`config.mk`:
```
export PLATFORM = sky130hd
export DESIGN_NAME = vector_frame_writer
export DESIGN_NICKNAME = d
export VERILOG_FILES = /design/src/rtl/vector_pkg.sv /design/src/rtl/byte_word_assembler.sv /design/src/rtl/vector_frame_writer.sv
export SDC_FILE = /design/constraint.sdc
export NUM_CORES = 1
export LEC_CHECK = 0
export ABC_CLOCK_PERIOD_IN_PS = 2600
export BUFFER_PORTS_ARGS = -buffer_cell sky130_fd_sc_hd__buf_2
export CORE_ASPECT_RATIO = 1.25
export CORE_UTILIZATION = 55
export CTS_BUF_LIST = sky130_fd_sc_hd__clkbuf_16
export CTS_CLUSTER_SIZE = 8
export DETAILED_ROUTE_END_ITERATION = 16
export PLACE_DENSITY = 0.77
export REMOVE_ABC_BUFFERS = 1
export SYNTH_ARGS = -nofsm -noshare
export SYNTH_HDL_FRONTEND = slang
export SYNTH_HIERARCHICAL = 1
export SYNTH_SLANG_ARGS = --single-unit
```
`constraint.sdc`:
```
create_clock -name clk100MHz -period 2.6 [get_ports clk100MHz]
set_clock_uncertainty 0.05 [all_clocks]
set_input_delay 0.13 -clock clk100MHz [delete_from_list [all_inputs] [get_ports clk100MHz]]
set_output_delay 0.13 -clock clk100MHz [all_outputs]
set_load 0.005 [all_outputs]
```
`src/rtl/vector_pkg.sv`:
```
// Shared types and default sizes for the vector display-list writer.
package vector_pkg;

  localparam int unsigned DATAWIDTH    = 24;
  localparam int unsigned ADDRESSWIDTH = 10;

  // Command opcode, carried in the top two bits of each word.
  typedef enum logic [1:0] {
    OpLine = 2'b00,
    OpMove = 2'b01,
    OpRsvd = 2'b10,
    OpHalt = 2'b11
  } opcode_e;

  typedef enum logic [0:0] {
    StFill     = 1'b0,
    StWaitSwap = 1'b1
  } state_e;

endpackage

```
`src/rtl/byte_word_assembler.sv`:
```
// Packs accepted bytes MSB first into command words and drops stale partial words.
module byte_word_assembler #(
  parameter int unsigned DATAWIDTH      = 24,
  parameter int unsigned BYTES_PER_WORD = 3,
  parameter int unsigned TIMEOUT_CYCLES = 100000
) (
  input  logic                 clk_i,
  input  logic                 rst_ni,
  input  logic [7:0]           byte_i,
  input  logic                 accept_i,
  input  logic                 active_i,
  output logic                 word_valid_o,
  output logic [DATAWIDTH-1:0] word_o
);

  localparam int unsigned CntW  = $clog2(BYTES_PER_WORD + 1);
  localparam int unsigned IdleW = $clog2(TIMEOUT_CYCLES + 1);

  // Only the low DATAWIDTH-8 bits can survive into the next word, so keep just those.
  logic [DATAWIDTH-9:0] word_q, word_d;
  logic [CntW-1:0]      cnt_q, cnt_d;
  logic [IdleW-1:0]     idle_q, idle_d;

  // The word is complete in the cycle its last byte is accepted.
  assign word_o = {word_q, byte_i};

  // Shift, count bytes, and age out a partial word after a long idle gap.
  always_comb begin
    word_d       = word_q;
    cnt_d        = cnt_q;
    idle_d       = idle_q;
    word_valid_o = 1'b0;
    if (accept_i) begin
      word_d = word_o[DATAWIDTH-9:0];
      idle_d = '0;
      if (cnt_q == CntW'(BYTES_PER_WORD - 1)) begin
        cnt_d        = '0;
        word_valid_o = 1'b1;
      end else begin
        cnt_d = cnt_q + 1'b1;
      end
    end else if (active_i && (cnt_q != '0)) begin
      if (idle_q == IdleW'(TIMEOUT_CYCLES - 1)) begin
        cnt_d  = '0;
        idle_d = '0;
      end else begin
        idle_d = idle_q + 1'b1;
      end
    end else begin
      idle_d = '0;
    end
  end

  // Assembler state registers.
  always_ff @(posedge clk_i or negedge rst_ni) begin
    if (!rst_ni) begin
      word_q <= '0;
      cnt_q  <= '0;
      idle_q <= '0;
    end else begin
      word_q <= word_d;
      cnt_q  <= cnt_d;
      idle_q <= idle_d;
    end
  end

endmodule

```
`src/rtl/vector_frame_writer.sv`:
```
// Writes assembled command words into the back bank and swaps banks at frame end.
module vector_frame_writer #(
  parameter int unsigned ADDRESSWIDTH   = vector_pkg::ADDRESSWIDTH,
  parameter int unsigned DATAWIDTH      = vector_pkg::DATAWIDTH,
  parameter int unsigned BYTES_PER_WORD = 3,
  parameter int unsigned TIMEOUT_CYCLES = 100000
) (
  input  logic                  clk100MHz,
  input  logic                  rst_n,
  input  logic [7:0]            in_byte,
  input  logic                  in_valid,
  output logic                  in_ready,
  input  logic                  halt_flag,
  output logic                  wr_en,
  output logic [ADDRESSWIDTH:0] wr_addr,
  output logic [DATAWIDTH-1:0]  wr_data,
  output logic                  rd_bank,
  output logic                  go_flag,
  output logic                  overflow
);

  import vector_pkg::*;

  localparam logic [DATAWIDTH-1:0] HaltWord = {OpHalt, {(DATAWIDTH - 2){1'b0}}};

  state_e                  state_q, state_d;
  logic                    rd_bank_q, rd_bank_d;
  logic [ADDRESSWIDTH-1:0] addr_q, addr_d;
  logic                    wr_en_q, wr_en_d;
  logic [ADDRESSWIDTH:0]   wr_addr_q, wr_addr_d;
  logic [DATAWIDTH-1:0]    wr_data_q, wr_data_d;
  logic                    go_q, go_d;
  logic                    ovf_q, ovf_d;
  logic                    halt_q;

  logic                    accept;
  logic                    rise;
  logic                    word_valid;
  logic [DATAWIDTH-1:0]    word;
  opcode_e                 op;

  assign in_ready = (state_q == StFill);
  assign accept   = in_valid && in_ready;
  assign rise     = halt_flag && !halt_q;
  assign op       = opcode_e'(word[DATAWIDTH-1 -: 2]);

  assign wr_en    = wr_en_q;
  assign wr_addr  = wr_addr_q;
  assign wr_data  = wr_data_q;
  assign rd_bank  = rd_bank_q;
  assign go_flag  = go_q;
  assign overflow = ovf_q;

  byte_word_assembler #(
    .DATAWIDTH     (DATAWIDTH),
    .BYTES_PER_WORD(BYTES_PER_WORD),
    .TIMEOUT_CYCLES(TIMEOUT_CYCLES)
  ) u_asm (
    .clk_i       (clk100MHz),
    .rst_ni      (rst_n),
    .byte_i      (in_byte),
    .accept_i    (accept),
    .active_i    (in_ready),
    .word_valid_o(word_valid),
    .word_o      (word)
  );

  // Next-state: write words into the bank not being displayed, swap on frame end.
  always_comb begin
    state_d   = state_q;
    rd_bank_d = rd_bank_q;
    addr_d    = addr_q;
    wr_en_d   = 1'b0;
    wr_addr_d = wr_addr_q;
    wr_data_d = wr_data_q;
    go_d      = 1'b0;
    ovf_d     = ovf_q;
    unique case (state_q)
      StFill: begin
        // A frame edge here just redisplays the current bank.
        if (word_valid) begin
          wr_en_d   = 1'b1;
          wr_addr_d = {~rd_bank_q, addr_q};
          if (op == OpHalt) begin
            wr_data_d = word;
            state_d   = StWaitSwap;
          end else if (addr_q == {ADDRESSWIDTH{1'b1}}) begin
            // Bank full: terminate the list so the engine never runs off the end.
            wr_data_d = HaltWord;
            ovf_d     = 1'b1;
            state_d   = StWaitSwap;
          end else begin
            wr_data_d = word;
            addr_d    = addr_q + 1'b1;
          end
        end
      end
      StWaitSwap: begin
        if (rise) begin
          rd_bank_d = ~rd_bank_q;
          go_d      = 1'b1;
          addr_d    = '0;
          state_d   = StFill;
        end
      end
      default: state_d = StFill;
    endcase
  end

  // State, addressing and output registers.
  always_ff @(posedge clk100MHz or negedge rst_n) begin
    if (!rst_n) begin
      state_q   <= StFill;
      rd_bank_q <= 1'b0;
      addr_q    <= '0;
      wr_en_q   <= 1'b0;
      wr_addr_q <= '0;
      wr_data_q <= '0;
      go_q      <= 1'b0;
      ovf_q     <= 1'b0;
      halt_q    <= 1'b0;
    end else begin
      state_q   <= state_d;
      rd_bank_q <= rd_bank_d;
      addr_q    <= addr_d;
      wr_en_q   <= wr_en_d;
      wr_addr_q <= wr_addr_d;
      wr_data_q <= wr_data_d;
      go_q      <= go_d;
      ovf_q     <= ovf_d;
      halt_q    <= halt_flag;
    end
  end

endmodule
```
After elaboration in Yosys (flattened, before gate mapping)
Index checks and enable logic that the tools add are counted.
{"block": "op_classes", "magnitude_cmp": 0, "reduce_logical": 12, "n_addsub": 3, "multipliers": 0, "bitwise_logic": 3, "mux": 25, "div": 0, "n_shift": 0, "eq_ne": 8}
{"operator": "17-bit two-way mux", "n": 3}
{"operator": "24-bit two-way mux", "n": 2}
{"operator": "10-bit two-way mux", "n": 4}
{"operator": "10-bit one-hot mux with 2 select lines", "n": 1}
{"operator": "17-bit by 1-bit adder with 17-bit output, second input constant", "n": 1}
{"operator": "17-bit == test, second input constant", "n": 1}
{"operator": "10-bit by 1-bit adder with 10-bit output, second input constant", "n": 1}
{"operator": "10-bit == test, second input constant", "n": 1}
{"operator": "1-bit two-way mux", "n": 10}
{"operator": "2-bit two-way mux", "n": 4}
{"operator": "4-bit AND reduction", "n": 2}
{"operator": "2-bit AND reduction", "n": 3}
{"operator": "2-bit nonzero test", "n": 3}
{"operator": "2-bit == test, second input constant", "n": 2}
{"operator": "2-bit by 1-bit != test with 1-bit output, second input constant", "n": 2}
{"operator": "2-bit != test, second input constant", "n": 2}
{"operator": "1-bit logical AND", "n": 3}
{"operator": "1-bit inverter", "n": 3}
{"operator": "2-bit by 1-bit adder with 2-bit output, second input constant", "n": 1}
{"operator": "1-bit one-hot mux with 2 select lines", "n": 1}
{"operator": "1-bit logical NOT", "n": 1}
{"block": "word_totals", "ram_bits": 0, "input_bits": 12, "latch_bits": 0, "elab_cells": 63, "output_inout_bits": 40, "n_memories": 0, "romBits": 0, "ff_bits": 86}

Logic depth before layout (Yosys ltp)
Gate-level depths: netlist (run 1).
{"block": "depth", "ltp_word": 5, "depth_mapped": 10}

Cells and area by module
The synthesis (run 1) kept the hierarchy.
{"module": "vector_frame_writer", "area_per_inst_um2": 2118.3, "n_inst": 1, "cells_each": 201, "seq_area_each_um2": 1276.2}
{"module": "byte_word_assembler", "area_per_inst_um2": 1629.1, "n_inst": 1, "cells_each": 139, "seq_area_each_um2": 875.8}

Worst setup path after synthesis (run 1)
No wires, ideal clock.
{"block": "synth_path", "kind": "flip-flop to flip-flop", "start": "register state_q", "end": "register addr_q[9]", "setup_ns": 0.146, "slack_ns": 0.670, "stages_incl_launch_ff": 11, "n_path_buf": 2, "t_arrival_ns": 1.734, "path_cell_list": "dfrtp_1 > nor2b_1 > buf_2 > inv_1 > nor3b_1 > nand2b_1 > inv_1 > nand2b_1 > clkbuf_1 > o211ai_1 > o311ai_0"}
{"block": "synth_via", "elab_chain_cells": 5}
{"item": "start: declaration", "line_no": "vector_frame_writer.sv:26", "rtl": "state_e state_q, state_d;"}
{"item": "start signal: assignment", "line_no": "vector_frame_writer.sv:113", "rtl": "state_q <= StFill;"}
{"item": "start signal: assignment", "line_no": "vector_frame_writer.sv:123", "rtl": "state_q <= state_d;"}
{"item": "1-bit inverter (no line)"}
{"item": "1-bit logical AND", "line_no": "vector_frame_writer.sv:43", "rtl": "assign accept = in_valid && in_ready;"}
{"item": "via accept", "line_no": "vector_frame_writer.sv:36", "rtl": "logic accept;"}
{"item": "1-bit two-way mux", "line_no": "byte_word_assembler.sv:33", "rtl": "if (accept_i) begin"}
{"item": "via word_valid", "line_no": "vector_frame_writer.sv:38", "rtl": "logic word_valid;"}
{"item": "2-bit by 1-bit != test with 1-bit output (no line)"}
{"item": "4-bit AND reduction (no line)"}
{"item": "end signal: assignment", "line_no": "vector_frame_writer.sv:125", "rtl": "addr_q <= addr_d;"}
{"item": "end: declaration", "line_no": "vector_frame_writer.sv:28", "rtl": "logic [ADDRESSWIDTH-1:0] addr_q, addr_d;"}
The timed path passes the listed nets, and every way through them passes these cells.
A chain may end at the register's enable or synchronous reset.

Final worst setup path (run 1)
{"block": "layout_path", "start": "register state_q", "end": "register wr_data_q[3] (netlist: wr_data[3])"}
{"block": "layout_via", "elab_chain_cells": 4}
{"item": "1-bit inverter (no line)"}
{"item": "1-bit logical AND", "line_no": "vector_frame_writer.sv:43"}
{"item": "via accept", "line_no": "vector_frame_writer.sv:36"}
{"item": "1-bit two-way mux", "line_no": "byte_word_assembler.sv:33"}
{"item": "via word_valid", "line_no": "vector_frame_writer.sv:38"}
{"item": "2-bit AND reduction (no line)"}
{"item": "end signal: assignment", "line_no": "vector_frame_writer.sv:128", "rtl": "wr_data_q <= wr_data_d;"}
{"item": "end: declaration", "line_no": "vector_frame_writer.sv:31", "rtl": "logic [DATAWIDTH-1:0] wr_data_q, wr_data_d;"}
The timed path passes the listed nets, and every way through them passes these cells.

==> results by stage, run 1 <==
Run status:
- The flow ran to the end, and the final reports show no timing, DRC or antenna violations.

Yosys:
- The register bit total from synthesis is 86.
- The number of warnings issued by yosys is 6.
- The count of distinct cell types in the synthesized netlist is 45.
- The xor and xnor area share after synthesis is 3.74%.
- The share of synthesized area in the top cell type comes to 57.4%.
- The synthesized netlist devotes 9.62% of its cell area to compound gates.
- The mux share of post-synthesis cell area is 5.68%.
- The cell area that synthesis handed to floorplanning was 0.00375 mm².
- The count of flip-flops with a built-in enable after synthesis is 0.
- Each instance of the synthesized netlist takes up on average 11.0 µm².
- Of the total synthesized cell area, the portion taken by full adders, half adders and majority gates is 0.668%.
- The share of async-settable or async-resettable flops after synthesis is 100%.
- The share of the Yosys chip area taken by registers is 57.4%.
- The cell count after synthesis came out at 340.
- After Yosys synthesis, and, or, nand and nor cells account for 18.1% of the synthesized area.
- Summed over all instances, the cell type with the most area after synthesis is dfrtp_1.
- The main combinational cell family by area after synthesis is simple AND/OR/NAND/NOR gates.
- By area the synthesized netlist is led by dfrtp_1, nand2_1, mux2_2, a22o_1, xnor2_1.
- The predominant post-synthesis flop cell is dfrtp_1.

Setup path:
- The worst setup path is launched from a register.
- The cell count of the worst reg-to-reg path is 8.
- Setup slack on the worst reg-to-reg path comes out at 0.44 ns.
- The critical register-to-register path startpoint is state_q$_DFF_PN0_.
- In this run the worst path has a maximum fanout of 10.
- The worst register-to-register path ends at wr_data[3]$_DFFE_PN0P_.
- The endpoint of the worst setup timing path is wr_data[3]$_DFFE_PN0P_.
- The launch point of the worst path is state_q$_DFF_PN0_.
- The critical path arrival is 2.32 ns.
- STA classifies the critical path endpoint as a register.
- The required time reported for the critical path endpoint is 2.76 ns.
- The class of the most critical setup path is register to register.

Place:
- The placer's final routability congestion estimate is 0.885.
- Detailed placement finished with a half-perimeter wire length of 4860 µm.
- The count of port buffers added during placement is 51.

Global route:
- Global routing used 28.2% of the available met1 tracks.
- The met3 track utilization from global routing is 5.58%.
- The via count of the first global-routing pass is 2631.
- The first global-routing pass estimated 12100 µm of wire.
- Entering global routing, the biggest net connects 48 pins.
- The number of antenna violations at the first check in global routing was 0.
- The total overflow left after global routing is 0.
- For this run, the total global-route usage over all layers was measured as 22.8%.
- The peak-usage layer in the global routing report is met2.
- For met2 alone, demand over resource in global routing was 37.8%.

Timing:
- The final-layout setup total negative slack is 0 ns.
- Subtracting the final worst setup slack from the clock period gives 2.16 ns.
- The relative slew slack is 60.6%.
- Setup repair after global routing left no endpoint under its margin.
- The achievable clock frequency is 0.462 GHz.
- The count of final hold-check violations is 0.
- The final critical path takes up 83.2% of the cycle.
- For the pin with the worst max-slew slack, the measured transition is 0.591 ns.
- The count of endpoints failing setup in the final report is 0.
- The max-slew violation total from the final report is 0.

Route:
- Using the TritonRoute via totals, the vias-per-cell ratio works out to 5.60.
- The post-route antenna net violation count is 0.
- The first TritonRoute pass finished after 5 iterations.
- The via count is 2715.
- The first-iteration detailed-routing DRC count is 197.
- The per-cell routed wire length is 15.3 µm.
- For this block, the routed nets add up to 7400 µm of wire.
- After detailed routing, the number of remaining DRC violations is 0.

Floorplanning:
- 52 I/O pins were placed.
- The floorplan step set the die width to 75.8 µm.
- The floorplan has 33 rows.
- The initial standard-cell utilization of the core is 57.1%.
- The floorplan step defined a die boundary enclosing 0.00715 mm².
- Measured along the y axis, the die boundary spans 94.3 µm.
- The standard cell core area is 0.00657 mm².

Clocking:
- Gates resized during post-CTS repair numbered 0.
- TritonCTS built the clock tree.
- The tree built by TritonCTS fans out to 86 sinks.
- The clock tree synthesis step divided the H-tree into 3 levels.
- The later pin in the worst-skew pair is clocked with a latency of 0.33 ns.
- The longest clock path from root to sink contains 2 buffers.
- The clock-pin slew of the registers on the worst-case setup and hold paths is 0.07 ns.
- Counting the buffers created by CTS gives 9.
- The cell at the root of the clock tree is clkbuf_16.

Layout:
- Compared with the post-synthesis result, the final layout area differs by 17.5%.
- In the final design database the tool counted 407 nets.
- The number of antenna diodes in the final layout is 0.
- At the end of the flow the core is filled with cells to 67.0%.
- In the final layout, the share of cells above drive strength 1 is 25.4%.
- Leaving out fill and tap cells, the most frequent cell in the layout is dfrtp_1.
- In the layout the commonest cells are dfrtp_1, nand2_1, buf_2.

Pwr:
- Summed over all cells, the static leakage comes to 2.03 nW.
- The total power is 4.39 mW.
- The total power per unit cell area is 997 mW/mm².
- The largest vdd supply drop is 508 µV.

Job:
- Max-cap violations in this run came to 0.

Worst hold path:
- The worst hold path class is primary input to async pin.
flip-flops by register name, summed over array words and instances (netlist names):
register and count:
wr_addr 11, u_asm/idle_q 17, go_flag 1, u_asm/word_q 16, wr_en 1, halt_q 1, wr_data 24, rd_bank 1
overflow 1, addr_q 10, u_asm/cnt_q 2, state_q 1
timing repair:
item,4_1_cts,5_1_grt
endpoints found under the hold margin,58,0
buffers inserted,0,0
hold buffers,10,0
kinds of logic (layout without fill, tap and decap cells):
kind of cell | after synthesis | count (layout)
buf+inv | 32 | 90
fa+ha+maj | 2 | 2
mux | 19 | 19
flops | 86 | 86
compound gates | 47 | 47
simple gates | 138 | 138
xor+xnor | 16 | 16
report_power, final:
part,internal [mW],leakage (nW),switching (mW)
Clock,0.681,0.148,0.573
Combinational,0.558,0.795,0.564
Sequential,1.73,1.09,0.279
Total,2.97,2.03,1.42
through the flow:
| stage | hold WS, ns | area, µm² | setup WS (ns) | std cells |
|---|---|---|---|---|
| after floorplan | -0.216 | 3600 | -0.977 | 316 |
| after global placement | 0.115 | 4000 | 0.561 | 459 |
| after detailed placement | 0.121 | 4000 | 0.524 | 459 |
| after CTS | 0.294 | 4400 | 0.454 | 485 |
| after global routing | 0.347 | 4400 | 0.238 | 485 |
| final | 0.287 | 4400 | 0.437 | 485 |
worst min path at each step:
stage                         from                   endpoint  slack (ns)  cells past startpoint
after global routing         rst_n            wr_en$_DFF_PN0_        0.35                      2
after floorplan              rst_n      addr_q[0]$_DFFE_PN0P_       -0.22                      0
after detailed placement     rst_n            wr_en$_DFF_PN0_        0.12                      1
after global placement       rst_n            wr_en$_DFF_PN0_        0.12                      1
final                        rst_n            wr_en$_DFF_PN0_        0.29                      2
after CTS                 in_valid  u_asm/idle_q[2]$_DFF_PN0_        0.29                      5
layout make-up:
type	count	area, µm²
Multi-Input combinational cell	222	1420
Inverter	8	30.0
Tap cell	87	109
Clock buffer	9	225
Timing Repair Buffer	66	395
Fill cell	493	2160
Sequential cell	86	2150
Clock inverter	7	73.8
routing by layer:
metal | share of wire, % | vias up
li1 | - | 1283
met4 | 1.7 | 0
met1 | 43 | 1357
met5 | 0 | -
met3 | 3.3 | 10
met2 | 52 | 65
critical path, stage by stage, from the launching register on:
cell and delay, ns:
dfrtp_1 0.46, nor2b_1 0.17, inv_1 0.08, nor3b_1 0.23, nand2b_1 0.20, inv_1 0.12
nand2b_1 0.22, nor2_2 0.40, a21oi_1 0.09
Yosys cell counts, types with 3 or more instances:
library cell / count
dfrtp_1: 86
nand2_1: 57
nor2_1: 24
mux2_2: 18
a22o_1: 15
xnor2_1: 13
nand3_1: 12
nor3_1: 11
a21oi_1: 10
buf_4: 8
inv_1: 8
nor4_1: 8
clkbuf_1: 7
o21ai_0: 7
nand4_1: 6
buf_2: 5
a211o_1: 4
buf_6: 3
nor2_2: 3
xor2_1: 3
No activity file was read; power rests on OpenSTA's default activity.
==> run 2: changes to the inputs <==
Settings changed: ABC_CLOCK_PERIOD_IN_PS 2600 to 1800, CORE_UTILIZATION 55 to 51, PLACE_DENSITY 0.77 to 0.75.
Clock period 2.6 ns to 1.8 ns, I/O delays scaled along.
==> run 2 against run 1 <==
  * Register-to-register slack got worse by 0.43 ns
  * Critical path depth fell by 2
  * Sequential share of layout area fell by 2.6 points
  * Final cell count rose by 5.2%
  * Setup slack got worse by 0.43 ns
  * Combinational power rose by 69%
  * Power rose by 50%
  * Critical path type unchanged
  * Largest cell class unchanged
==> results by stage, run 2 (same netlist as run 1, synthesis figures left out) <==
Pwr:
- The sequential power share is 43.5%.
- In this run the power density over the cells is 1420 mW/mm².
- Per report_power, the combinational group accounts for 28.7% of the total.
- The share of total power dissipated in the clock network is 27.9%.
- The net switching component of the power is 2.06 mW.
- Cell internal power was estimated by the tool at 4.54 mW.
- VDD sags by at most 690 µV.
- The proportion of total power due to net switching is 31.2%.
- In this run the static leakage power is 2.14 nW.

Global route:
- The fraction of met1 tracks used by global routing is 30.9%.
- For met2 alone, demand over resource in global routing was 34.8%.
- The maximum number of pins on one net before global-route repair is 48.
- The global-route wire length before repair is 13300 µm.
- The global route total overflow is 0.
- Across every metal layer, demand over resource in global routing totals 22.6%.
- The met3 track utilization from global routing is 5.14%.
- The via count of the first global-routing pass is 2719.
- The number of antenna violations at the first check in global routing is 0.
- The peak-usage layer in the global routing report is met2.

Setup path:
- The class of the most critical setup path is register to register.
- STA classifies the critical path startpoint as a register.
- STA puts the critical path data required time at 2.03 ns.
- Counting cells, the worst reg-to-reg path comes to 6.
- The critical register-to-register path startpoint is addr_q[0]$_DFFE_PN0P_.
- The largest individual stage delay along the critical path comes from the cell or3_4.
- The reg-to-reg endpoint is addr_q[0]$_DFFE_PN0P_.
- Of all nets on the critical path, the largest fanout is 8.
- The worst setup path is captured at a register.
- For this run, the slowest stage of the critical path takes 0.44 ns.
- Traced cell by cell, the critical path runs through ha_2 -> nand3_2 -> or3_4 -> buf_6 -> a21oi_4 -> mux2_2.
- The reg2reg setup slack is 0.009 ns.
- STA puts the critical path data arrival time at 2.02 ns.

Clocking:
- The clock sink total is 86.
- The cell at the root of the clock tree is clkbuf_16.
- The H-tree generated during clock tree synthesis spans 3 levels.
- The clock insertion delay at the later pin of the skew report is 0.34 ns.
- Clock-pin slew was measured on the worst setup and hold paths at 0.06 ns.
- TritonCTS built the clock tree.
- TritonCTS created 9 clock buffers.
- The number of buffers on the longest clock path is 2.

Floorplanning:
- The number of standard-cell rows in the floorplan is 34.
- From bottom edge to top edge, the die measures 97.8 µm.
- The core region is 0.00702 mm².
- The die width is 78.7 µm.
- The initial standard-cell utilization of the core is 53.4%.
- The area enclosed by the die boundary is 0.00770 mm².
- The number of top-level pins is 52.

Layout:
- Leaving out fill and tap cells, the most frequent cell in the layout is dfrtp_1.
- The number of diodes added for antenna fixing is 0.
- The number of flip-flops under the largest register name is 24.
- The share of post-route cells with drive strength above 1 is 31.4%.
- Summing all non-filler instances in the final layout gives an area of 0.00465 mm².
- Leaving out fill and tap cells, the most frequent cells in the layout are dfrtp_1, nand2_1, buf_2.
- The final layout contains 429 nets.
- The growth of design area from synthesis to finish is 24.1%.
- The filler cells instantiated in the layout total 539.
- The core utilization of the finished layout is 66.2%.

Worst hold path:
- The path class of the tightest hold or removal check is primary input to async pin.

Place:
- The placer's final routability congestion estimate is 0.846.
- The count of port buffers added during placement is 51.
- The post-detailed-placement cell area is 0.00417 mm².
- Detailed placement ended at an HPWL of 5020 µm.

Route:
- For this run, design rule violations remaining after detail routing come to 0.
- The post-route antenna net violation count is 0.
- The via count is 2779.
- The post-detailed-route via-to-cell ratio is 5.45.
- The first-iteration detailed-routing DRC count is 247.
- The per-cell routed wire length is 15.8 µm.
- Before antenna repair, the detailed router went through 4 iterations.
- The final layout contains routed wiring with a total length of 8060 µm.

Timing:
- Setup repair after global routing could not meet its margin everywhere.
- The achievable clock frequency is 0.559 GHz.
- Setup violations remaining at the end of the flow were counted as 0.
- The minimum clock period is 1.79 ns.
- The relative slew slack is 66.2%.
- The final critical path takes up 99.5% of the cycle.
- The transition time at the pin with the least slew margin is 0.506 ns.
- The max-slew violation total from the final report came to 0.
- The count of final hold-check violations is 0.

Job:
- Max-cap violations in this run came to 0.

Run status:
- The flow ran to the end, and the final reports show no timing, DRC or antenna violations.
==> run 2: layout make-up <==
| cell class | instances | area [µm²] | area share, % |
|---|---|---|---|
| inverters | 8 | 30.0 | 0.646 |
| repair buffers | 87 | 577 | 12.4 |
| clock buffers | 9 | 225 | 4.84 |
| well taps | 90 | 113 | 2.42 |
| multi-input cells | 223 | 1480 | 31.8 |
| flip-flops and latches | 86 | 2150 | 46.3 |
| clock inverters | 7 | 73.8 | 1.59 |
==> run 2: power groups by stage <==
stage / Sequential (mW) / Combinational (mW) / Clock (mW)
after global routing: 2.94 / 2.09 / 1.95
after CTS: 2.86 / 1.84 / 1.87
after detailed placement: 2.89 / 1.78 / 0
after floorplan: 2.90 / 0.928 / 0
after global placement: 2.87 / 1.72 / 0
final: 2.87 / 1.89 / 1.84
==> run 2: repair_timing <==
action,in CTS,in global routing
setup buffers,0,1
endpoints found under the hold margin,56,0
resized for setup,6,10
gates cloned,0,1
pin swaps,1,5
setup endpoints to repair,18,52
hold buffers,10,0
==> run 2: routing by layer <==
| layer | routed length [µm] | part of all wire [%] |
|---|---|---|
| met2 | 3950 | 49 |
| met4 | 137 | 1.7 |
| met5 | 0 | 0 |
| met1 | 3640 | 45 |
| met3 | 327 | 4.1 |
==> run 2: metrics by stage <==
step	setup WS [ns]	hold slack (ns)	TNS (ns)	total power, mW	instances
floorplan	-1.78	-0.256	-76.23	3.83	316
global placement	-0.00186	0.0374	-0.00342	4.59	482
detailed placement	-0.0620	0.0487	-0.686	4.67	482
CTS	0.00830	0.227	0	6.57	508
global route	-0.0530	0.273	-0.221	6.98	510
finish	0.00949	0.224	0	6.60	510
==> run 2: worst max-delay path by stage <==
| stage | startpoint | end | slack (ns) | cells after the start |
|---|---|---|---|---|
| after global routing | addr_q[0]$_DFFE_PN0P_ | addr_q[0]$_DFFE_PN0P_ | -0.05 | 6 |
| after detailed placement | state_q$_DFF_PN0_ | wr_data[5]$_DFFE_PN0P_ | -0.06 | 9 |
| after floorplan | state_q$_DFF_PN0_ | addr_q[9]$_DFFE_PN0P_ | -1.78 | 8 |
| after global placement | state_q$_DFF_PN0_ | wr_data[0]$_DFFE_PN0P_ | -0.002 | 9 |
| after CTS | addr_q[0]$_DFFE_PN0P_ | addr_q[0]$_DFFE_PN0P_ | 0.008 | 6 |
| final | addr_q[0]$_DFFE_PN0P_ | addr_q[0]$_DFFE_PN0P_ | 0.009 | 6 |
==> run 2: critical path: cells and delay by family, from the launching register on <==
kind,cells,cell delay [ns]
AO/OA/AOI/OAI,1,0.24
adder cells (fa/ha/maj),1,0.21
flip-flops,1,0.37
AND/OR/NAND/NOR,2,0.51
multiplexers,1,0.20
buffers and inverters,1,0.14
==> run 3: changes to the inputs <==
Settings changed: MAX_ROUTING_LAYER from default to met4.
==> run 3 against run 2 <==
  * Setup slack improved by 0.033 ns
  * Core utilization decreased by 0.11 points
  * Register-to-register slack improved by 0.03 ns
  * Flip-flop and latch count is the same
  * Clock power about the same
  * Combinational power is essentially flat
  * Die area stayed put
==> results by stage, run 3 (same netlist as run 1, synthesis figures left out) <==
Floorplanning:
- Once the floorplan was initialized, standard cells occupied 53.4% of the core.
- In this run the core area contains 34 standard-cell rows.
- 52 I/O pins were placed.
- The floorplan step defined a die boundary enclosing 0.00770 mm².
- The die is 97.8 µm tall.
- The core region is 0.00702 mm².
- The die width is 78.7 µm.

Global route:
- The global routing usage summed across all routing layers is 23.3%.
- The via count of the first global-routing pass was 2717.
- The total overflow left after global routing is 0.
- The number of antenna violations at the first check in global routing is 0.
- The maximum number of pins on one net before global-route repair is 48.
- The global-route wire length before repair is 13300 µm.

Route:
- The first TritonRoute pass finished after 4 iterations.
- The count of nets left with antenna violations once routing finished came out at 0.
- The first routing iteration left 152 violations.
- For this run, design rule violations remaining after detail routing come to 0.
- The final route contains 2765 vias.
- Summed over all layers, the routed wires come to 8020 µm.
- After detailed routing, the average wire length per cell comes to 15.7 µm.
- In the routed layout, each cell is associated on average with a via count of 5.43.

Layout:
- Measured on the finished design, the core utilization comes to 66.1%.
- The number of flip-flops under the largest register name is 24.
- The growth of design area from synthesis to finish is 23.9%.
- The post-route netlist has 31.3% of its cells at a drive strength greater than 1.
- The top cell types in the final layout, fill and taps aside, are dfrtp_1, nand2_1, buf_2.
- In the final design database the tool counted 428 nets.
- The filler cells instantiated in the layout total 541.
- The repair_antennas step left the layout with diodes totalling 0.
- The library cell used most frequently in the layout, excluding fill and tap cells, is dfrtp_1.

Setup path:
- The kind of start point of the critical path is a register.
- The setup path with the least slack is of type register to register.
- The setup check on the worst reg-to-reg path leaves a slack of 0.04 ns.
- The critical path arrival is 1.99 ns.
- The largest fanout of any net on the critical path is 8.
- The sort of element at the end of the critical path is a register.
- The cell count of the worst reg-to-reg path is 6.
- STA puts the critical path data required time at 2.03 ns.

Clocking:
- The longest clock path from root to sink contains 2 buffers.
- The number of buffers inserted during clock tree synthesis is 9.
- The TritonCTS clock tree is done.
- The tree is rooted in a clkbuf_16.
- The clock-pin slew of the registers on the worst-case setup and hold paths is 0.06 ns.
- Clock tree synthesis found a total of 86 sinks.
- The H-tree was split into 3 levels.
- The clock insertion delay at the later pin of the skew report is 0.34 ns.

Worst hold path:
- The worst hold path class is primary input to async pin.

Timing:
- The share of the clock period used by the worst path after layout is 97.7%.
- The max-slew violation total from the final report is 0.
- Setup repair after global routing could not meet its margin everywhere.
- The transition time at the pin with the least slew margin is 0.512 ns.
- The worst path meets setup with 0.0421 ns of slack.
- The relative slew slack is 65.9%.
- The count of final hold-check violations is 0.
- Setup violations remaining at the end of the flow were counted as 0.
- The minimum clock period is 1.76 ns.
- The achievable clock frequency is 0.569 GHz.

Place:
- The worst setup slack before clock tree synthesis is -0.0620 ns.
- The count of port buffers added during placement is 51.
- The HPWL reported at the end of detailed placement is 5020 µm.
- The congestion estimate from routability-driven global placement came to 0.859.

Pwr:
- IR analysis of the VDD net gives a maximum drop of 688 µV.
- The standby leakage power is 2.13 nW.
- Power spread over the standard cell area amounts to 1420 mW/mm².

Run status:
- The flow ran to the end, and the final reports show no timing, DRC or antenna violations.

Job:
- The reported max-cap violation count is 0.
-- run 3: cell types whose count changed in the layout (fill, tap and decap cells not counted) --
| cell | delta |
|---|---|
| buf_4 | -1 |
-- run 3: where the power goes --
group / total, mW / switching [mW] / internal, mW
clock: 1.83 / 0.756 / 1.08
sequential: 2.86 / 0.357 / 2.51
combinational: 1.88 / 0.931 / 0.946
total: 6.57 / 2.04 / 4.53
-- run 3: area by class of cell --
class | instances | area (µm²) | share of cell area [%]
clock inverters | 7 | 73.8 | 1.59
clock buffers | 9 | 225 | 4.85
repair buffers | 86 | 569 | 12.3
inverters | 8 | 30.0 | 0.647
flip-flops and latches | 86 | 2150 | 46.4
well taps | 90 | 113 | 2.43
multi-input cells | 223 | 1480 | 31.9
-- run 3: repair_timing --
action / 4_1_cts / 5_1_grt
buffers inserted: 0 / 0
endpoints found under the setup margin: 18 / 52
hold endpoints to repair: 56 / 0
cloned: 0 / 1
resized for setup: 6 / 10
pin swaps: 1 / 3
hold buffers: 10 / 0
-- run 3: per-layer routing --
layer	up-vias	global-route usage, %	routed length (µm)
li1	1321	-	-
met4	0	8.83	133
met2	87	34.8	3890
met5	-	-	0
met3	11	4.95	359
met1	1346	31.1	3640
-- run 3: worst paths after layout --
| kind | from | to |
|---|---|---|
| worst max-delay path | addr_q[0]$_DFFE_PN0P_ | addr_q[0]$_DFFE_PN0P_ |
| worst min-delay path | rst_n | u_asm/word_q[11]$_DFFE_PN0P_ |
| worst max register to register | addr_q[0]$_DFFE_PN0P_ | addr_q[0]$_DFFE_PN0P_ |
| worst min register to register | wr_addr[2]$_DFFE_PN0P_ | wr_addr[2]$_DFFE_PN0P_ |
| max in group asynchronous | rst_n | u_asm/cnt_q[0]$_DFFE_PN0P_ |
| min in group clk100MHz | in_valid | u_asm/idle_q[2]$_DFF_PN0_ |
-- run 3: per-stage QoR --
step	total power, mW	hold slack [ns]	instances	TNS (ns)	cell area [µm²]
after floorplan	3.83	-0.256	316	-76.23	3600
after global placement	4.59	0.0374	482	-0.00342	4170
after detailed placement	4.67	0.0487	482	-0.686	4170
after CTS	6.57	0.227	508	0	4590
after global routing	6.96	0.272	509	-0.0167	4640
final	6.57	0.225	509	0	4640
-- run 3: worst max-delay path, stage by stage, from the launching register on --
cell,delay (ns)
dfrtp_1,0.37
ha_2,0.20
nand3_2,0.07
or3_4,0.42
buf_6,0.14
a21oi_4,0.24
mux2_2,0.20
